--- config.mk ---
export PLATFORM = sky130hd
export DESIGN_NAME = tuser_in_fsm
export DESIGN_NICKNAME = d
export VERILOG_FILES = /design/src/rtl/tuser_in_fsm.sv
export SDC_FILE = /design/constraint.sdc
export NUM_CORES = 2
export LEC_CHECK = 0
export ABC_AREA = 1
export CAP_MARGIN = 40
export CORE_AREA = 2 2 344 346
export CTS_BUF_LIST = sky130_fd_sc_hd__clkbuf_2
export CTS_CLUSTER_DIAMETER = 120
export DETAILED_ROUTE_END_ITERATION = 12
export DIE_AREA = 0 0 346 348
export HOLD_SLACK_MARGIN = 0.03
export SYNTH_ARGS = -nofsm -noshare
export SYNTH_HDL_FRONTEND = slang
export SYNTH_SLANG_ARGS = --single-unit
--- constraint.sdc ---
create_clock -name tout_aclk -period 5.8 [get_ports tout_aclk]
set_clock_uncertainty 0.05 [all_clocks]
set_input_delay 0.87 -clock tout_aclk [delete_from_list [all_inputs] [get_ports tout_aclk]]
set_output_delay 0.87 -clock tout_aclk [all_outputs]
set_load 0.01 [all_outputs]
--- src/rtl/tuser_in_fsm.sv ---
// Egress metadata re-attach: pairs each AXI4-Stream packet with the next tuple
// from a small FIFO and presents that tuple on TUSER for every beat of the packet.
module tuser_in_fsm #(
    parameter int DATA_WIDTH  = 256,
    parameter int KEEP_WIDTH  = 32,
    parameter int TUSER_WIDTH = 128,
    parameter int FIFO_DEPTH  = 4
) (
    input  logic                   tout_aclk,
    input  logic                   tout_arstn,
    input  logic                   tout_avalid,
    output logic                   tout_aready,
    input  logic [DATA_WIDTH-1:0]  tout_adata,
    input  logic [KEEP_WIDTH-1:0]  tout_akeep,
    input  logic                   tout_atlast,
    input  logic                   tout_valid,
    output logic                   tout_ready,
    input  logic [TUSER_WIDTH-1:0] tout_data,
    output logic                   tout_bvalid,
    input  logic                   tout_bready,
    output logic [DATA_WIDTH-1:0]  tout_bdata,
    output logic [KEEP_WIDTH-1:0]  tout_bkeep,
    output logic                   tout_btlast,
    output logic [TUSER_WIDTH-1:0] tout_btuser,
    output logic [0:2]             dbg_state,
    output logic [31:0]            dbg_pkt_cnt
);

    localparam int AW = $clog2(FIFO_DEPTH);
    localparam logic [AW:0] DEPTH_C = (AW + 1)'(FIFO_DEPTH);
    localparam logic [AW:0] ZERO_C  = (AW + 1)'(0);
    localparam logic [AW:0] ONE_C   = (AW + 1)'(1);

    typedef enum logic [2:0] {
        IDLE = 3'b100,
        PKT  = 3'b010
    } state_t;

    state_t                 state_r;
    state_t                 state_nxt_s;

    logic [TUSER_WIDTH-1:0] mem_r [FIFO_DEPTH];
    logic [AW-1:0]          wr_ptr_r;
    logic [AW-1:0]          rd_ptr_r;
    logic [AW:0]            count_r;
    logic                   full_s;
    logic                   empty_s;
    logic                   push_s;
    logic                   pop_s;

    logic [TUSER_WIDTH-1:0] tuser_r;
    logic                   aready_s;
    logic                   a_hs_s;
    logic                   b_hs_s;

    logic                   bvalid_r;
    logic [DATA_WIDTH-1:0]  bdata_r;
    logic [KEEP_WIDTH-1:0]  bkeep_r;
    logic                   btlast_r;
    logic [TUSER_WIDTH-1:0] btuser_r;
    logic [31:0]            pkt_cnt_r;

    // ready is derived from the occupancy register only, so a pop never frees a slot in the same cycle
    assign full_s      = (count_r == DEPTH_C);
    assign empty_s     = (count_r == ZERO_C);
    assign push_s      = tout_valid && !full_s;
    assign tout_ready  = !full_s;

    assign a_hs_s      = tout_avalid && aready_s;
    assign b_hs_s      = bvalid_r && tout_bready;
    assign tout_aready = aready_s;

    assign tout_bvalid = bvalid_r;
    assign tout_bdata  = bdata_r;
    assign tout_bkeep  = bkeep_r;
    assign tout_btlast = btlast_r;
    assign tout_btuser = btuser_r;
    assign dbg_state   = state_r;
    assign dbg_pkt_cnt = pkt_cnt_r;

    // Tuple storage and write pointer
    always_ff @(posedge tout_aclk or negedge tout_arstn) begin
        if (!tout_arstn) begin
            for (int i = 0; i < FIFO_DEPTH; i++) begin
                mem_r[i] <= {TUSER_WIDTH{1'b0}};
            end
            wr_ptr_r <= {AW{1'b0}};
        end else if (push_s) begin
            mem_r[wr_ptr_r] <= tout_data;
            wr_ptr_r        <= wr_ptr_r + AW'(1'b1);
        end
    end

    // Read pointer and occupancy; simultaneous push and pop leave occupancy unchanged
    always_ff @(posedge tout_aclk or negedge tout_arstn) begin
        if (!tout_arstn) begin
            rd_ptr_r <= {AW{1'b0}};
            count_r  <= ZERO_C;
        end else begin
            if (pop_s) begin
                rd_ptr_r <= rd_ptr_r + AW'(1'b1);
            end
            case ({push_s, pop_s})
                2'b10:   count_r <= count_r + ONE_C;
                2'b01:   count_r <= count_r - ONE_C;
                default: count_r <= count_r;
            endcase
        end
    end

    // FSM state register
    always_ff @(posedge tout_aclk or negedge tout_arstn) begin
        if (!tout_arstn) begin
            state_r <= IDLE;
        end else begin
            state_r <= state_nxt_s;
        end
    end

    // FSM next-state logic
    always_comb begin
        state_nxt_s = state_r;
        case (state_r)
            IDLE: begin
                if (!empty_s) begin
                    state_nxt_s = PKT;
                end else begin
                    state_nxt_s = IDLE;
                end
            end
            PKT: begin
                if (a_hs_s && tout_atlast) begin
                    state_nxt_s = IDLE;
                end else begin
                    state_nxt_s = PKT;
                end
            end
            default: state_nxt_s = IDLE;
        endcase
    end

    // FSM outputs: tuple pop in IDLE, input-stream ready in PKT
    always_comb begin
        aready_s = 1'b0;
        pop_s    = 1'b0;
        case (state_r)
            IDLE: begin
                if (!empty_s) begin
                    pop_s = 1'b1;
                end else begin
                    pop_s = 1'b0;
                end
            end
            PKT: begin
                aready_s = !bvalid_r || tout_bready;
            end
            default: begin
                aready_s = 1'b0;
                pop_s    = 1'b0;
            end
        endcase
    end

    // Tuple of the packet currently being forwarded
    always_ff @(posedge tout_aclk or negedge tout_arstn) begin
        if (!tout_arstn) begin
            tuser_r <= {TUSER_WIDTH{1'b0}};
        end else if (pop_s) begin
            tuser_r <= mem_r[rd_ptr_r];
        end
    end

    // Single-entry output stage; a new beat overwrites one leaving in the same cycle
    always_ff @(posedge tout_aclk or negedge tout_arstn) begin
        if (!tout_arstn) begin
            bvalid_r <= 1'b0;
            bdata_r  <= {DATA_WIDTH{1'b0}};
            bkeep_r  <= {KEEP_WIDTH{1'b0}};
            btlast_r <= 1'b0;
            btuser_r <= {TUSER_WIDTH{1'b0}};
        end else if (a_hs_s) begin
            bvalid_r <= 1'b1;
            bdata_r  <= tout_adata;
            bkeep_r  <= tout_akeep;
            btlast_r <= tout_atlast;
            btuser_r <= tuser_r;
        end else if (b_hs_s) begin
            bvalid_r <= 1'b0;
        end
    end

    // Completed-packet counter, free-running wrap
    always_ff @(posedge tout_aclk or negedge tout_arstn) begin
        if (!tout_arstn) begin
            pkt_cnt_r <= 32'd0;
        end else if (b_hs_s && btlast_r) begin
            pkt_cnt_r <= pkt_cnt_r + 32'd1;
        end
    end

endmodule

==> metrics.yaml <==
run_status:
  status: "finished, final reports clean"
clock_network:
  post-cts-setup-buffers: 0
  htree_levels: 5
  cts.sinks: 1099
  clk_pin_slew_ps: 90
  clockBufferDepth: 4
  root_buffer: "clkbuf_2"
  cts_buffers: 313
  clk_latency_ps: 1600
  cts_resized: 0
  cts_tree: "built"
flow_run:
  maxCapViolations: 0
floorplan:
  die_w_um: 346
  dieArea_um2: 120000
  initial_core_util_pct: 39.1
  rows: 126
  fp.dieH_um: 348
  io_pins: 877
  coreArea_um2: 117000
place:
  gp_congestion: 0.904
  portBuffers: 875
  dpl_cell_area_um2: 55400
  dpl.hpwl_mm: 98.4
power:
  p_clk_share_pct: 17.2
  totalPowerFinal_mw: 31.4
  p_per_area_nw_per_um2: 505
  vdd_drop_max_uv: 564
  switching_share_pct: 40.3
  combinationalPowerShare_pct: 41.2
  pwr-share-seq_pct: 41.6
  intPower_mw: 18.8
  p_switching_mw: 12.7
  power_leakage_nw: 29.8
synthesis:
  yosysSeqAreaShare_pct: 60.1
  synth.distinct_cells: 33
  synthCells: 5263
  ys_seq_elements: 1099
  syn_area_um2: 45800
  synthFlopType: "dfrtp_1"
  synth_edf_count: 0
  syn_nets: 5694
  yosysWarningCount: 0
  synth_area_per_cell_um2: 8.70
  async_flop_share_pct: 100
worst_setup_path:
  required_ps: 4880
  cpMostUsedCell: "inv_1"
  start_kind: "flop"
  critical_path_buf_inv_count: 3
  slowest_delay_ps: 720
  crit_slowest_cell: "clkdlybuf4s50_1"
  crit_chain: "inv_1 -> ha_1 -> inv_1 -> nor2_2 -> clkdlybuf4s50_1"
  arrival_ps: 3330
  critical_path.max_fanout: 3
  path_delay_family: "buffers and inverters"
  crit_type: "flop to output port"
  end_kind: "output port"
  reg2reg_slack_ps: 2500
timing:
  fin_crit_ps: 4250
  fmax_mhz: 235
  fin_hold_ws_ps: 303
  finalSetupViolations: 0
  relSlewSlack_pct: 24.6
  drv_slew: 0
  hold_viol_final: 0
  rsz0062_at_grt: "false"
  tightest_slew_ps: 1130
  timing.final.crit_share_pct: 73.2
  fin_tns_setup_ps: 0
grt:
  grtUsageTotal_pct: 26.0
  antenna_found_initial: 28
  grt_pass1_vias: 40761
  grt_remaining_overflow: 0
  grt_pass1_wl_mm: 245
  grt_start_max_net_pins: 209
worst_hold_path:
  hp-class: "flop to flop"
routing:
  postRouteAntennaNets: 0
  wire_per_inst_um: 19.0
  vias_per_cell: 4.90
  drc: 0
  dr.pass1.iters: 5
  wirelength_mm: 158
  first_iter_violations: 2768
  vias: 40825
final_layout:
  fill_cells: 10804
  drive_gt1_share_pct: 7.93
  nNetsFinal: 7003
  postLayoutCellArea_um2: 62200
  area_growth_pct: 35.9
## power groups by stage
stage               combinational [mW]  sequential, mW  clock [mW]
global placement                  12.4            13.1           0
detailed placement                12.7            13.2           0
floorplan                         6.74            13.3           0
CTS                               13.0            13.1        5.61
global route                      14.4            13.5        6.05
finish                            12.9            13.1        5.40
## synth_stat cells, drive strengths merged, types with 9 or more instances
cell type | count | area (um^2)
o21ai | 645 | 3230
xor2 | 14 | 123
buf | 243 | 1420
dfrtp | 1098 | 27500
xnor2 | 9 | 78.8
nor2 | 173 | 682
nand3 | 27 | 145
clkbuf | 105 | 414
nor3 | 11 | 55.1
a21oi | 133 | 666
o211ai | 128 | 961
nand2 | 2215 | 8320
nand4 | 9 | 56.3
a31oi | 129 | 822
inv | 309 | 1160
## sequential cells by signal, indices dropped and copies added, names as in the netlist
name	flops
mem_r	512
tout_bdata	256
tout_btuser	128
tuser_r	128
dbg_pkt_cnt	32
tout_bkeep	32
count_r	3
dbg_state	2
rd_ptr_r	2
wr_ptr_r	2
tout_btlast	1
tout_bvalid	1
## layer usage
layer	track usage (%)	up-vias	wire, um
met5	0	-	50
met4	12.1	8	6650
met3	5.38	289	9370
met2	43.1	1381	77200
met1	32.7	19599	64900
li1	-	19548	-
## tightest hold or removal path, cell delays in order (launching register included)
cell and delay (ps):
dfrtp_1 360, nand2_1 60, nand2_1 50
## final timing paths
path                              start         endpoint  cells past startpoint
min                         tuser_r[96]  tout_btuser[96]                      2
max                        dbg_state[0]      tout_aready                      5
max reg2reg                  count_r[0]       mem_r[501]                      9
min reg2reg                 tuser_r[96]  tout_btuser[96]                      2
max in group asynchronous    tout_arstn  tout_bdata[142]                      4
min in group asynchronous    tout_arstn       mem_r[223]                      4
## cells in the final DEF (no fill, tap or decap), drive strengths merged, types with 54 or more instances in the layout
cell type | Yosys | layout
nand2 | 2215 | 2215
a21oi | 133 | 133
clkdlybuf4s50 | 0 | 874
clkinv | 0 | 54
o211ai | 128 | 128
inv | 309 | 316
clkbuf | 105 | 448
a31oi | 129 | 129
nor2 | 173 | 173
o21ai | 645 | 645
dfrtp | 1098 | 1098
dlygate4sd3 | 0 | 422
## metrics by stage
stage,utilization (%),worst slack [ps],std cells
floorplan,-,3320,5263
global placement,47.2,2050,7365
detailed placement,47.3,2020,7370
CTS,53.1,1280,8304
global route,53.2,1280,8326
finish,53.2,1550,8331
## what timing repair did
item	4_1_cts	5_1_grt
setup endpoints to repair	0	0
hold endpoints to repair	1907	0
hold buffers	423	0
## area by class of cell
| type | instances | area (um^2) | share of cell area [%] |
|---|---|---|---|
| Timing Repair Buffer | 1342 | 13700 | 22.0 |
| Antenna cell | 27 | 67.6 | 0.109 |
| Sequential cell | 1099 | 27500 | 44.2 |
| Clock inverter | 63 | 303 | 0.487 |
| Clock buffer | 448 | 2240 | 3.60 |
| Multi-Input combinational cell | 3507 | 15300 | 24.6 |
| Tap cell | 1536 | 1920 | 3.09 |
| Inverter | 309 | 1170 | 1.88 |
## logic make-up (layout without fill, tap and decap cells)
logic type | Yosys count | in the layout | synth area share [%]
and+or+nand+nor | 2438 | 2438 | 20.3
AOI/OAI and AO/OA | 1036 | 1036 | 12.4
DFF | 1099 | 1099 | 60.1
other | 1 | 28 | 0.00819
buffers and inverters | 657 | 2162 | 6.54
xor gates and xnor gates | 23 | 23 | 0.440
adders and majority gates | 9 | 9 | 0.262
Power figures use the tool's default switching activity.
